--- config.mk ---
export PLATFORM = sky130hd
export DESIGN_NAME = cobra_exec_ctrl
export DESIGN_NICKNAME = d
export VERILOG_FILES = /design/src/rtl/cobra_exec_ctrl.sv
export SDC_FILE = /design/constraint.sdc
export NUM_CORES = 1
export LEC_CHECK = 0
export BUFFER_PORTS_ARGS = -buffer_cell sky130_fd_sc_hd__buf_2
export CAP_MARGIN = 20
export CORE_ASPECT_RATIO = 1.1
export CORE_MARGIN = 5
export CORE_UTILIZATION = 50
export CTS_CLUSTER_SIZE = 16
export DETAILED_ROUTE_END_ITERATION = 8
export PLACE_DENSITY = 0.73
export SLEW_MARGIN = 20
export SYNTH_ARGS = -nofsm -noshare
export SYNTH_HDL_FRONTEND = slang
export SYNTH_SLANG_ARGS = --single-unit
--- constraint.sdc ---
create_clock -name clk_i -period 3.3 [get_ports clk_i]
set_input_delay 0.33 -clock clk_i [delete_from_list [all_inputs] [get_ports clk_i]]
set_output_delay 0.33 -clock clk_i [all_outputs]
set_load 0.05 [all_outputs]
--- src/rtl/cobra_exec_ctrl.sv ---
// CYBERcobra execution controller: core reset, halt, run and step sequencing.
// Optional breakpoint logic is compiled in when COBRA_EXEC_BP_EN is defined.
module cobra_exec_ctrl #(
    parameter int unsigned RST_CYCLES = 2
) (
    input  logic        clk_i,
    input  logic        rst_ni,
    input  logic        cmd_valid_i,
    output logic        cmd_ready_o,
    input  logic [2:0]  cmd_op_i,
    input  logic [31:0] cmd_arg_i,
    input  logic [31:0] pc_i,
    output logic        core_en_o,
    output logic        core_rst_o,
    output logic [1:0]  state_o,
    output logic [31:0] retired_o,
    output logic        bp_hit_o
);

    localparam logic [1:0] ST_HALT = 2'd0;
    localparam logic [1:0] ST_RUN  = 2'd1;
    localparam logic [1:0] ST_CNT  = 2'd2;
    localparam logic [1:0] ST_RST  = 2'd3;

    localparam logic [2:0] OP_RUN   = 3'd1;
    localparam logic [2:0] OP_HALT  = 3'd2;
    localparam logic [2:0] OP_STEP  = 3'd3;
    localparam logic [2:0] OP_RUN_N = 3'd4;
    localparam logic [2:0] OP_RESET = 3'd7;

    logic [1:0]  r_state;
    logic [1:0]  w_state_nxt;
    logic [31:0] r_rst_cnt;
    logic [31:0] r_rem;
    logic [31:0] r_retired;
    logic        w_acc;
    logic        w_rst_cmd;
    logic        w_active;
    logic        w_match;
    logic        w_en;

    assign w_acc     = cmd_valid_i && cmd_ready_o;
    assign w_rst_cmd = w_acc && (cmd_op_i == OP_RESET);
    assign w_active  = (r_state == ST_RUN) || (r_state == ST_CNT);

`ifdef COBRA_EXEC_BP_EN
    logic [31:0] r_bp_addr;
    logic        r_armed;
    logic        r_skip;
    logic        r_bp_hit;
    logic        w_enter_run;

    assign w_match = r_armed && (pc_i == r_bp_addr) && !r_skip && w_active;
    assign w_enter_run = (r_state == ST_HALT) &&
                         ((w_state_nxt == ST_RUN) || (w_state_nxt == ST_CNT));
    assign bp_hit_o = r_bp_hit;

    // skip lets a resumed core execute the instruction it stopped on
    always_ff @(posedge clk_i or negedge rst_ni) begin
        if (!rst_ni) begin
            r_bp_addr <= '0;
            r_armed   <= 1'b0;
            r_skip    <= 1'b0;
            r_bp_hit  <= 1'b0;
        end else begin
            if (w_acc && cmd_op_i == 3'd5) begin
                r_bp_addr <= cmd_arg_i;
                r_armed   <= 1'b1;
            end else if (w_acc && cmd_op_i == 3'd6) begin
                r_armed <= 1'b0;
            end
            if (w_enter_run)
                r_skip <= 1'b1;
            else if (w_en)
                r_skip <= 1'b0;
            r_bp_hit <= w_match && !w_rst_cmd;
        end
    end
`else
    logic w_unused_pc;

    assign w_unused_pc = ^pc_i;
    assign w_match     = 1'b0;
    assign bp_hit_o    = 1'b0;
`endif

    always_ff @(posedge clk_i or negedge rst_ni) begin
        if (!rst_ni)
            r_state <= ST_RST;
        else
            r_state <= w_state_nxt;
    end

    always_comb begin
        w_state_nxt = r_state;
        if (w_rst_cmd) begin
            w_state_nxt = ST_RST;
        end else begin
            case (r_state)
                ST_RST: begin
                    if (r_rst_cnt <= 32'd1)
                        w_state_nxt = ST_HALT;
                end
                ST_HALT: begin
                    if (w_acc && cmd_op_i == OP_RUN)
                        w_state_nxt = ST_RUN;
                    else if (w_acc && cmd_op_i == OP_STEP)
                        w_state_nxt = ST_CNT;
                    else if (w_acc && cmd_op_i == OP_RUN_N && cmd_arg_i != '0)
                        w_state_nxt = ST_CNT;
                end
                ST_RUN: begin
                    if (w_match || (w_acc && cmd_op_i == OP_HALT))
                        w_state_nxt = ST_HALT;
                end
                default: begin
                    if (w_match || r_rem == 32'd1 ||
                        (w_acc && cmd_op_i == OP_HALT))
                        w_state_nxt = ST_HALT;
                end
            endcase
        end
    end

    always_comb begin
        cmd_ready_o = (r_state != ST_RST);
        core_rst_o  = (r_state == ST_RST);
        w_en        = w_active && !w_match;
        core_en_o   = w_en;
        state_o     = r_state;
        retired_o   = r_retired;
    end

    always_ff @(posedge clk_i or negedge rst_ni) begin
        if (!rst_ni) begin
            r_rst_cnt <= 32'(RST_CYCLES);
            r_rem     <= '0;
            r_retired <= '0;
        end else begin
            if (w_rst_cmd) begin
                r_rst_cnt <= 32'(RST_CYCLES);
                r_retired <= '0;
            end else begin
                if (r_state == ST_RST)
                    r_rst_cnt <= r_rst_cnt - 32'd1;
                if (w_en)
                    r_retired <= r_retired + 32'd1;
            end
            if (r_state == ST_HALT && w_acc && cmd_op_i == OP_STEP)
                r_rem <= 32'd1;
            else if (r_state == ST_HALT && w_acc && cmd_op_i == OP_RUN_N)
                r_rem <= cmd_arg_i;
            else if (r_state == ST_CNT && w_en)
                r_rem <= r_rem - 32'd1;
        end
    end

endmodule
==> metrics.log, run 1 <==
INFO  metric run_status = finished, violations left
INFO  metric violations = hold timing
INFO  metric power.clock.fraction = 19.9%
INFO  metric layout.core_utilization = about three fifths
INFO  metric rsz_0062_raised_after_global_routing = false
INFO  metric worst_ir_drop_vdd = 0.000549 V
INFO  metric grt_usage = 20.3%
INFO  metric intPower = 2.94 mW
INFO  metric ctsHoldBuffers = 0
INFO  metric p_total = 5.07 mW
INFO  metric syn_area_per_cell = 9.20 um2
INFO  metric timing.clock.skew = between 0.01 and 0.015 ns
INFO  metric post_synth_mux_area_share = 0.936%
INFO  metric vias = ~4600
INFO  metric hold_viol = 5
INFO  metric worst_ep_required_time = 3.58 ns
INFO  metric gp_congestion = 0.885
INFO  metric clk_pin_slew = 0.07 ns
INFO  metric pwr-share-seq = 41.1%
INFO  metric synth_cell_type_count = 61
INFO  metric slew_violations = 0
INFO  metric netlist_top_cells_count = sky130_fd_sc_hd__dfrtp_1 (95), sky130_fd_sc_hd__nor2_1 (95), sky130_fd_sc_hd__xor2_1 (42)
INFO  metric initial_utilization = 50.7%
INFO  metric tritoncts = yes
INFO  metric cp-end-kind = register
INFO  metric detail_route.first_pass.iterations = 5
INFO  metric setup_tns = 0 ns
INFO  metric final.min_clock_period = around 2.7 ns
INFO  metric max_freq = 0.364 GHz
INFO  metric static-leakage-power = between 2 and 3 nW
INFO  metric timing.slew.headroom = 48.7%
INFO  metric grt_start_max_net_pins = 49
INFO  metric portBuffers = 74
INFO  metric timing.critical_path.arrival = 3.02 ns
INFO  metric finalWirelength = 12.7 mm
INFO  metric clk_path_buf_depth = 2
INFO  metric mappedNetlistNets = slightly below 700
INFO  metric postSynth.asyncResetShare = 100%
INFO  metric net-switching-power = 2.13 mW
INFO  metric synth_sequential_area_ratio = 44.8%
INFO  metric synth-xor-area-share = 12.8%
INFO  metric synth-compound-area-share = approximately 8.8%
INFO  metric nNetsFinal = 748
INFO  metric yosys.area_share.simple = a little over a quarter
INFO  metric htree_depth = 3
INFO  metric rows = 40
INFO  metric post_route_cells_drive_above_1_share = about a fifth
INFO  metric power-per-cell-area = ~800 nW/um2
INFO  metric grt_pass1_vias = 4463
INFO  metric antenna_cells = 0
INFO  metric die_h = 120 um
INFO  metric detailedPlacementHpwl = 9.11 mm
INFO  metric main_combinational_cell_family_by_area_after_synthesis = simple AND/OR/NAND/NOR gates
INFO  metric cts_inserted_buffers = 9
INFO  metric final.fill_count = 967
INFO  metric grt_antenna_before_repair = 0
INFO  metric leading_register_cell_type_out_of_synthesis = sky130_fd_sc_hd__dfrtp_1
INFO  metric synthCells = a little under 600
INFO  metric timing_worst_slew_pin_value = 0.767 ns
INFO  metric die_area = 13200 um2
INFO  metric number_of_enable_flip_flop_cells_after_synthesis = 0
INFO  metric yosysWarningCount = 0
INFO  metric cell_at_the_root_of_the_clock_tree = sky130_fd_sc_hd__clkbuf_16
INFO  metric critPathLaunchType = register
INFO  metric critical_path_peak_fanout = 10
INFO  metric detail_route.vias_per_cell = 5.60
INFO  metric clock_latency_on_the_worst_skew_pair = approximately 0.35 ns
INFO  metric timing.hold.worst.class = in -> async
INFO  metric setup_violations = 0
INFO  metric overflow = 0
INFO  metric timing_worst_setup_path_type = reg -> reg
INFO  metric max-cap-violations = 0
INFO  metric postCtsResizedCells = 0
INFO  metric synth_top_area_share = 43.4%
INFO  metric numClockSinks = just under 100
INFO  metric cts_setup_buffers = 0
INFO  metric coreArea = ~11000 um2
INFO  metric post_synth_fa_ha_maj_area_fraction = 2.05%
INFO  metric post_drt_antenna_nets = 0
INFO  metric synth.area.top_cells = sky130_fd_sc_hd__dfrtp_1 (43%), sky130_fd_sc_hd__xor2_1 (6.7%), sky130_fd_sc_hd__nor2_1 (6.5%)
INFO  metric synthesis.area = 5480 um2
INFO  metric routed_wire_length_per_instance = between 15 and 20 um
INFO  metric final.hold.worst_slack = -0.00472 ns
INFO  metric postSynthRegisterBits = 98
INFO  metric grt_first_pass_wirelength = 21.3 mm
INFO  metric drt_first_iter_violations = 273
INFO  metric proportion_of_power_drawn_by_combinational_gates = slightly below 40%
INFO  metric netSwitchingFraction = 42.0%
INFO  metric area_growth = 15.3%
INFO  metric die_width = 110 um
INFO  metric boundaryPins = 108
INFO  metric post-synth-top-area-cell = sky130_fd_sc_hd__dfrtp_1
INFO  metric timing.final.crit_share = 83.2%
INFO  metric post-route-drc-count = 0
INFO  metric timing.reg2reg.setup_slack = 0.56 ns
## layout make-up
class	instances	area, um2	share of cell area [%]
Clock inverter	6	48.8	0.772
Multi-Input combinational cell	457	2850	45.2
Tap cell	147	184	2.91
Timing Repair Buffer	89	485	7.68
Clock buffer	10	239	3.78
Sequential cell	98	2460	38.9
Inverter	14	52.6	0.832
## placed cells by master (no fill, tap or decap), types with 2 or more instances in the layout
| master | count |
|---|---|
| sky130_fd_sc_hd__nor2_1 | 95 |
| sky130_fd_sc_hd__dfrtp_1 | 95 |
| sky130_fd_sc_hd__buf_2 | 73 |
| sky130_fd_sc_hd__xor2_1 | 42 |
| sky130_fd_sc_hd__xnor2_1 | 38 |
| sky130_fd_sc_hd__nand2_1 | 35 |
| sky130_fd_sc_hd__o21ai_0 | 28 |
| sky130_fd_sc_hd__nor4_1 | 27 |
| sky130_fd_sc_hd__a21oi_1 | 24 |
| sky130_fd_sc_hd__nand4_1 | 23 |
| sky130_fd_sc_hd__nor3_1 | 21 |
| sky130_fd_sc_hd__nand3_1 | 19 |
| sky130_fd_sc_hd__buf_4 | 16 |
| sky130_fd_sc_hd__inv_1 | 14 |
| sky130_fd_sc_hd__a211oi_1 | 12 |
| sky130_fd_sc_hd__or3_1 | 11 |
| sky130_fd_sc_hd__ha_1 | 9 |
| sky130_fd_sc_hd__clkbuf_16 | 9 |
| sky130_fd_sc_hd__or4_1 | 7 |
| sky130_fd_sc_hd__nor2b_1 | 5 |
| sky130_fd_sc_hd__mux2i_1 | 4 |
| sky130_fd_sc_hd__and3_1 | 4 |
| sky130_fd_sc_hd__nand3b_1 | 4 |
| sky130_fd_sc_hd__nand3_2 | 3 |
| sky130_fd_sc_hd__nor3b_1 | 3 |
| sky130_fd_sc_hd__and4_4 | 3 |
| sky130_fd_sc_hd__o211ai_1 | 3 |
| sky130_fd_sc_hd__dfstp_2 | 3 |
| sky130_fd_sc_hd__nand4b_1 | 2 |
| sky130_fd_sc_hd__a31oi_1 | 2 |
| sky130_fd_sc_hd__and2_1 | 2 |
| sky130_fd_sc_hd__nor4_2 | 2 |
| sky130_fd_sc_hd__nand2b_1 | 2 |
| sky130_fd_sc_hd__o41ai_1 | 2 |
| sky130_fd_sc_hd__clkinvlp_4 | 2 |
## cell families after synthesis
logic type / after synthesis
simple gates: 282
flops: 98
compound gates: 80
xor+xnor: 80
buf+inv: 41
fa+ha+maj: 9
mux: 5
other cells: 1
## state kept, by name (all words and copies together) (netlist names)
signal	cells
r_rem	32
state_o	2
r_rst_cnt	32
retired_o	32
## power by group through the flow
stage	clock network (mW)	logic, mW	registers (mW)
after detailed placement	0	1.97	2.08
after global routing	1.09	2.18	2.15
after global placement	0	1.92	2.07
after CTS	1.04	1.99	2.07
after floorplan	0	1.24	2.29
final	1.01	1.97	2.08
## per-stage QoR
stage | worst slack, ns | cells | hold WS [ns] | area, um2
3_5_place_dp | 0.575 | 805 | 0.392 | 6030
2_1_floorplan | 0.171 | 596 | 0.0344 | 5480
6_report | 0.555 | 821 | -0.00472 | 6320
4_1_cts | 0.554 | 821 | 0.0141 | 6320
5_1_grt | 0.385 | 821 | 0.0428 | 6320
3_3_place_gp | 0.625 | 805 | 0.387 | 6030
## worst paths after layout
kind / end / start / cells after the start
setup / recovery: retired_o[31] / state_o[1] / 7
hold / removal: r_rem[13] / rst_ni / 1
setup reg to reg: retired_o[31] / state_o[1] / 7
hold reg to reg: r_rst_cnt[15] / r_rst_cnt[15] / 2
max in group asynchronous: r_rem[8] / rst_ni / 2
min in group clk_i: r_rem[0] / cmd_arg_i[0] / 3
## layer usage
| layer | wire length [um] | vias up | GRT usage (%) |
|---|---|---|---|
| met5 | 0 | - | 0 |
| met2 | 6420 | 104 | 34.1 |
| met1 | 5470 | 2231 | 25.4 |
| li1 | - | 2249 | - |
| met4 | 170 | 0 | 6.00 |
| met3 | 655 | 14 | 5.49 |
## critical path: stages (launching register included)
cell and delay (ns):
sky130_fd_sc_hd__dfstp_2 0.57, sky130_fd_sc_hd__inv_1 0.09, sky130_fd_sc_hd__ha_1 0.42, sky130_fd_sc_hd__and4_4 0.28
sky130_fd_sc_hd__nand3_2 0.19, sky130_fd_sc_hd__or4_1 0.59, sky130_fd_sc_hd__or3_1 0.39, sky130_fd_sc_hd__a21oi_1 0.14
(Power assumes the default switching activity.)
==> inputs of run 2 (changes only) <==
- PLACE_DENSITY: 0.73 -> 0.76
- clock period: 3.3 -> 2.2 ns (I/O delays scaled with it)
==> run 2 against run 1 <==
The run ends with setup timing left. Via count increased by 4.4%. Sequential power increased by 54%. Register-to-register slack got worse by 0.64 ns. Routed wire length is 7.5% higher. Maximum frequency grew 20%. Combinational power is 73% higher. Worst setup slack got worse by 0.64 ns. Sequential cell count unchanged. Clock power increased by 55%. Global-route usage up 0.75 points. Critical path type unchanged. Largest cell class unchanged. Largest power group is now combinational logic.
==> metrics.log, run 2 (synthesis results as in run 1) <==
INFO  metric max_freq = 0.437 GHz (+20%)
INFO  metric timing_worst_setup_path_type = reg -> reg
INFO  metric worst_ep_required_time = 2.48 ns (-1.10 ns)
INFO  metric initial_utilization = 50.7% (unchanged)
INFO  metric antenna_cells = 0 (unchanged)
INFO  metric stdcell_area = 6930 um2 (+9.7%)
INFO  metric violations = setup timing
INFO  metric detail_route.first_pass.iterations = 4 (-1)
INFO  metric timing.final.crit_share = 104% (+21 points)
INFO  metric timing.clock.skew = 0.00664 ns (-0.00461 ns)
INFO  metric post-route-drc-count = 0 (unchanged)
INFO  metric timing.critical_path.arrival = 2.57 ns (-0.45 ns)
INFO  metric clock_latency_on_the_worst_skew_pair = 0.34 ns (about the same)
INFO  metric detail_route.vias_per_cell = 5.60 (about the same)
INFO  metric path_delay_family = simple AND/OR/NAND/NOR gates
INFO  metric proportion_of_power_drawn_by_combinational_gates = 41.6% (+2.6 points)
INFO  metric finalWirelength = 13.7 mm (+7.5%)
INFO  metric net-switching-power = 3.39 mW (+59%)
INFO  metric netSwitchingFraction = 41.4% (-0.54 points)
INFO  metric overflow = 0 (unchanged)
INFO  metric detailedPlacementHpwl = 9.64 mm (+5.9%)
INFO  metric power-per-cell-area = 1180 nW/um2 (+47%)
INFO  metric die_h = 120 um (unchanged)
INFO  metric layout_commonest_cell = sky130_fd_sc_hd__dfrtp_1
INFO  metric worst_ir_drop_vdd = 0.00128 V (+130%)
INFO  metric boundaryPins = 108 (unchanged)
INFO  metric area_growth = 26.4%
INFO  metric post_drt_antenna_nets = 0 (unchanged)
INFO  metric postLayoutSetupSlackWorst = -0.0888 ns (-0.644 ns)
INFO  metric nNetsFinal = 785 (+4.9%)
INFO  metric tritoncts = yes
INFO  metric coreArea = 10800 um2 (unchanged)
INFO  metric grt_first_pass_wirelength = 22.3 mm (+4.6%)
INFO  metric critical_path.cell_chain = inv_4, ha_4, and4_4, nand3_4, or4_4, or3_1, a21oi_2
INFO  metric intPower = 4.79 mW (+63%)
INFO  metric cts_inserted_buffers = 9 (unchanged)
INFO  metric rows = 40 (unchanged)
INFO  metric numClockSinks = 98 (unchanged)
INFO  metric post_route_cells_drive_above_1_share = 27.2% (+8.3 points)
INFO  metric final.min_clock_period = 2.29 ns (-0.456 ns)
INFO  metric grt_antenna_before_repair = 0 (unchanged)
INFO  metric grt_usage = 21.1% (+0.75 points)
INFO  metric critPathLaunchType = register
INFO  metric max-cap-violations = 0 (unchanged)
INFO  metric die_width = 110 um (unchanged)
INFO  metric cp_num_buf_inv = 1 (unchanged)
INFO  metric htree_depth = 3 (unchanged)
INFO  metric timing.slew.headroom = 64.5% (+16 points)
INFO  metric routed_wire_length_per_instance = 15.9 um (+3.0%)
INFO  metric final.fill_count = 929 (-3.9%)
INFO  metric static-leakage-power = 3.07 nW (+9.8%)
INFO  metric drt_first_iter_violations = 297 (+8.8%)
INFO  metric clk_path_buf_depth = 2 (unchanged)
INFO  metric rsz_0062_raised_after_global_routing = true
INFO  metric slowest_stage = sky130_fd_sc_hd__dfstp_4
INFO  metric timing_worst_slew_pin_value = 0.527 ns (-0.241 ns)
INFO  metric timing.hold.worst.class = in -> reg
INFO  metric run_status = finished, violations left
INFO  metric grt_pass1_vias = 4768 (+6.8%)
INFO  metric cp-end-kind = register
INFO  metric hold_viol = 0 (-5)
INFO  metric gp_congestion = 0.908 (+2.6%)
INFO  metric power.clock.fraction = 19.2% (-0.7 points)
INFO  metric critical_path_peak_fanout = 6 (-4)
INFO  metric critical-path-max-stage-delay = 0.64 ns (+0.05 ns)
INFO  metric portBuffers = 74 (unchanged)
INFO  metric slew_violations = 0 (unchanged)
INFO  metric die_area = 13200 um2 (unchanged)
INFO  metric setup_tns = -0.551 ns (-0.551 ns)
INFO  metric final_cell_mix = sky130_fd_sc_hd__dfrtp_1 (95), sky130_fd_sc_hd__nor2_1 (94), sky130_fd_sc_hd__buf_2 (74)
INFO  metric final.hold.worst_slack = 0.162 ns (+0.167 ns)
INFO  metric grt_start_max_net_pins = 65 (+33%)
INFO  metric cell_at_the_root_of_the_clock_tree = sky130_fd_sc_hd__clkbuf_16
INFO  metric setup_violations = 14 (+14)
INFO  metric pwr-share-seq = 39.2% (-1.9 points)
INFO  metric clk_pin_slew = 0.06 ns (about the same)
INFO  metric dpl-instance-area = 6450 um2 (+7.0%)
INFO  metric vias = 4799 (+4.4%)
-- run 2: cell types whose count changed in the layout (fill, tap and decap cells not counted), sizes merged --
| cell | previous run | this run |
|---|---|---|
| clkbuf | 10 | 13 |
| clkinv | 2 | 0 |
| clkinvlp | 2 | 1 |
| bufinv | 0 | 1 |
| inv | 16 | 14 |
| dlygate4sd3 | 0 | 1 |
| buf | 89 | 125 |
-- run 2: timing repair --
| item | in CTS | in global routing |
|---|---|---|
| cloned | 0 | 1 |
| hold buffers | 1 | 0 |
| buffers inserted | 2 | 4 |
| setup endpoints to repair | 25 | 53 |
| gates resized for setup | 6 | 18 |
| pin swaps | 2 | 12 |
| hold endpoints to repair | 30 | 0 |
-- run 2: through the flow --
stage / total power [mW] / setup slack [ns] / util (%) / cells
global placement: 6.32 / -0.0325 / 59.7 / 834
detailed placement: 6.48 / -0.0957 / 59.7 / 834
finish: 8.17 / -0.0888 / 64.1 / 857
global route: 8.70 / -0.161 / 64.1 / 857
CTS: 8.10 / -0.0962 / 62.9 / 852
floorplan: 5.50 / -0.510 / - / 596
-- run 2: power by group through the flow --
stage / logic [mW] / registers (mW) / clock network, mW
floorplan: 2.01 / 3.49 / 0
global placement: 3.19 / 3.13 / 0
detailed placement: 3.29 / 3.18 / 0
CTS: 3.35 / 3.16 / 1.60
global route: 3.73 / 3.30 / 1.67
finish: 3.40 / 3.20 / 1.57
-- run 2: final timing paths --
path	slack [ns]	to	depth (start not counted)	startpoint
worst max-delay path	-0.09	retired_o[31]	7	state_o[1]
worst min-delay path	0.16	r_rem[0]	3	cmd_arg_i[0]
worst max register to register	-0.09	retired_o[31]	7	state_o[1]
worst min register to register	0.54	r_rst_cnt[11]	2	r_rst_cnt[11]
max in group asynchronous	1.14	r_rem[26]	3	rst_ni
min in group asynchronous	0.38	r_rem[12]	2	rst_ni
-- run 2: metal layers --
layer | GRT usage (%) | part of all wire [%] | up-vias
met5 | 0 | 0 | -
met4 | 7.40 | 1.9 | 0
met3 | 4.30 | 5.1 | 17
met2 | 34.0 | 50 | 100
met1 | 28.0 | 43 | 2357
li1 | - | - | 2325
-- run 2: worst min-delay path, stage by stage --
cell,delay [ns]
sky130_fd_sc_hd__buf_2,0.10
sky130_fd_sc_hd__o21ai_0,0.08
sky130_fd_sc_hd__nand2_1,0.07
-- run 2: area by class of cell --
type,instances,area [um2],area share [%]
multi-input cells,457,3130,45.1
inverters,14,57.6,0.830
well taps,147,184,2.65
clock buffers,13,250,3.61
repair buffers,126,812,11.7
flip-flops and latches,98,2460,35.5
clock inverters,2,37.5,0.542
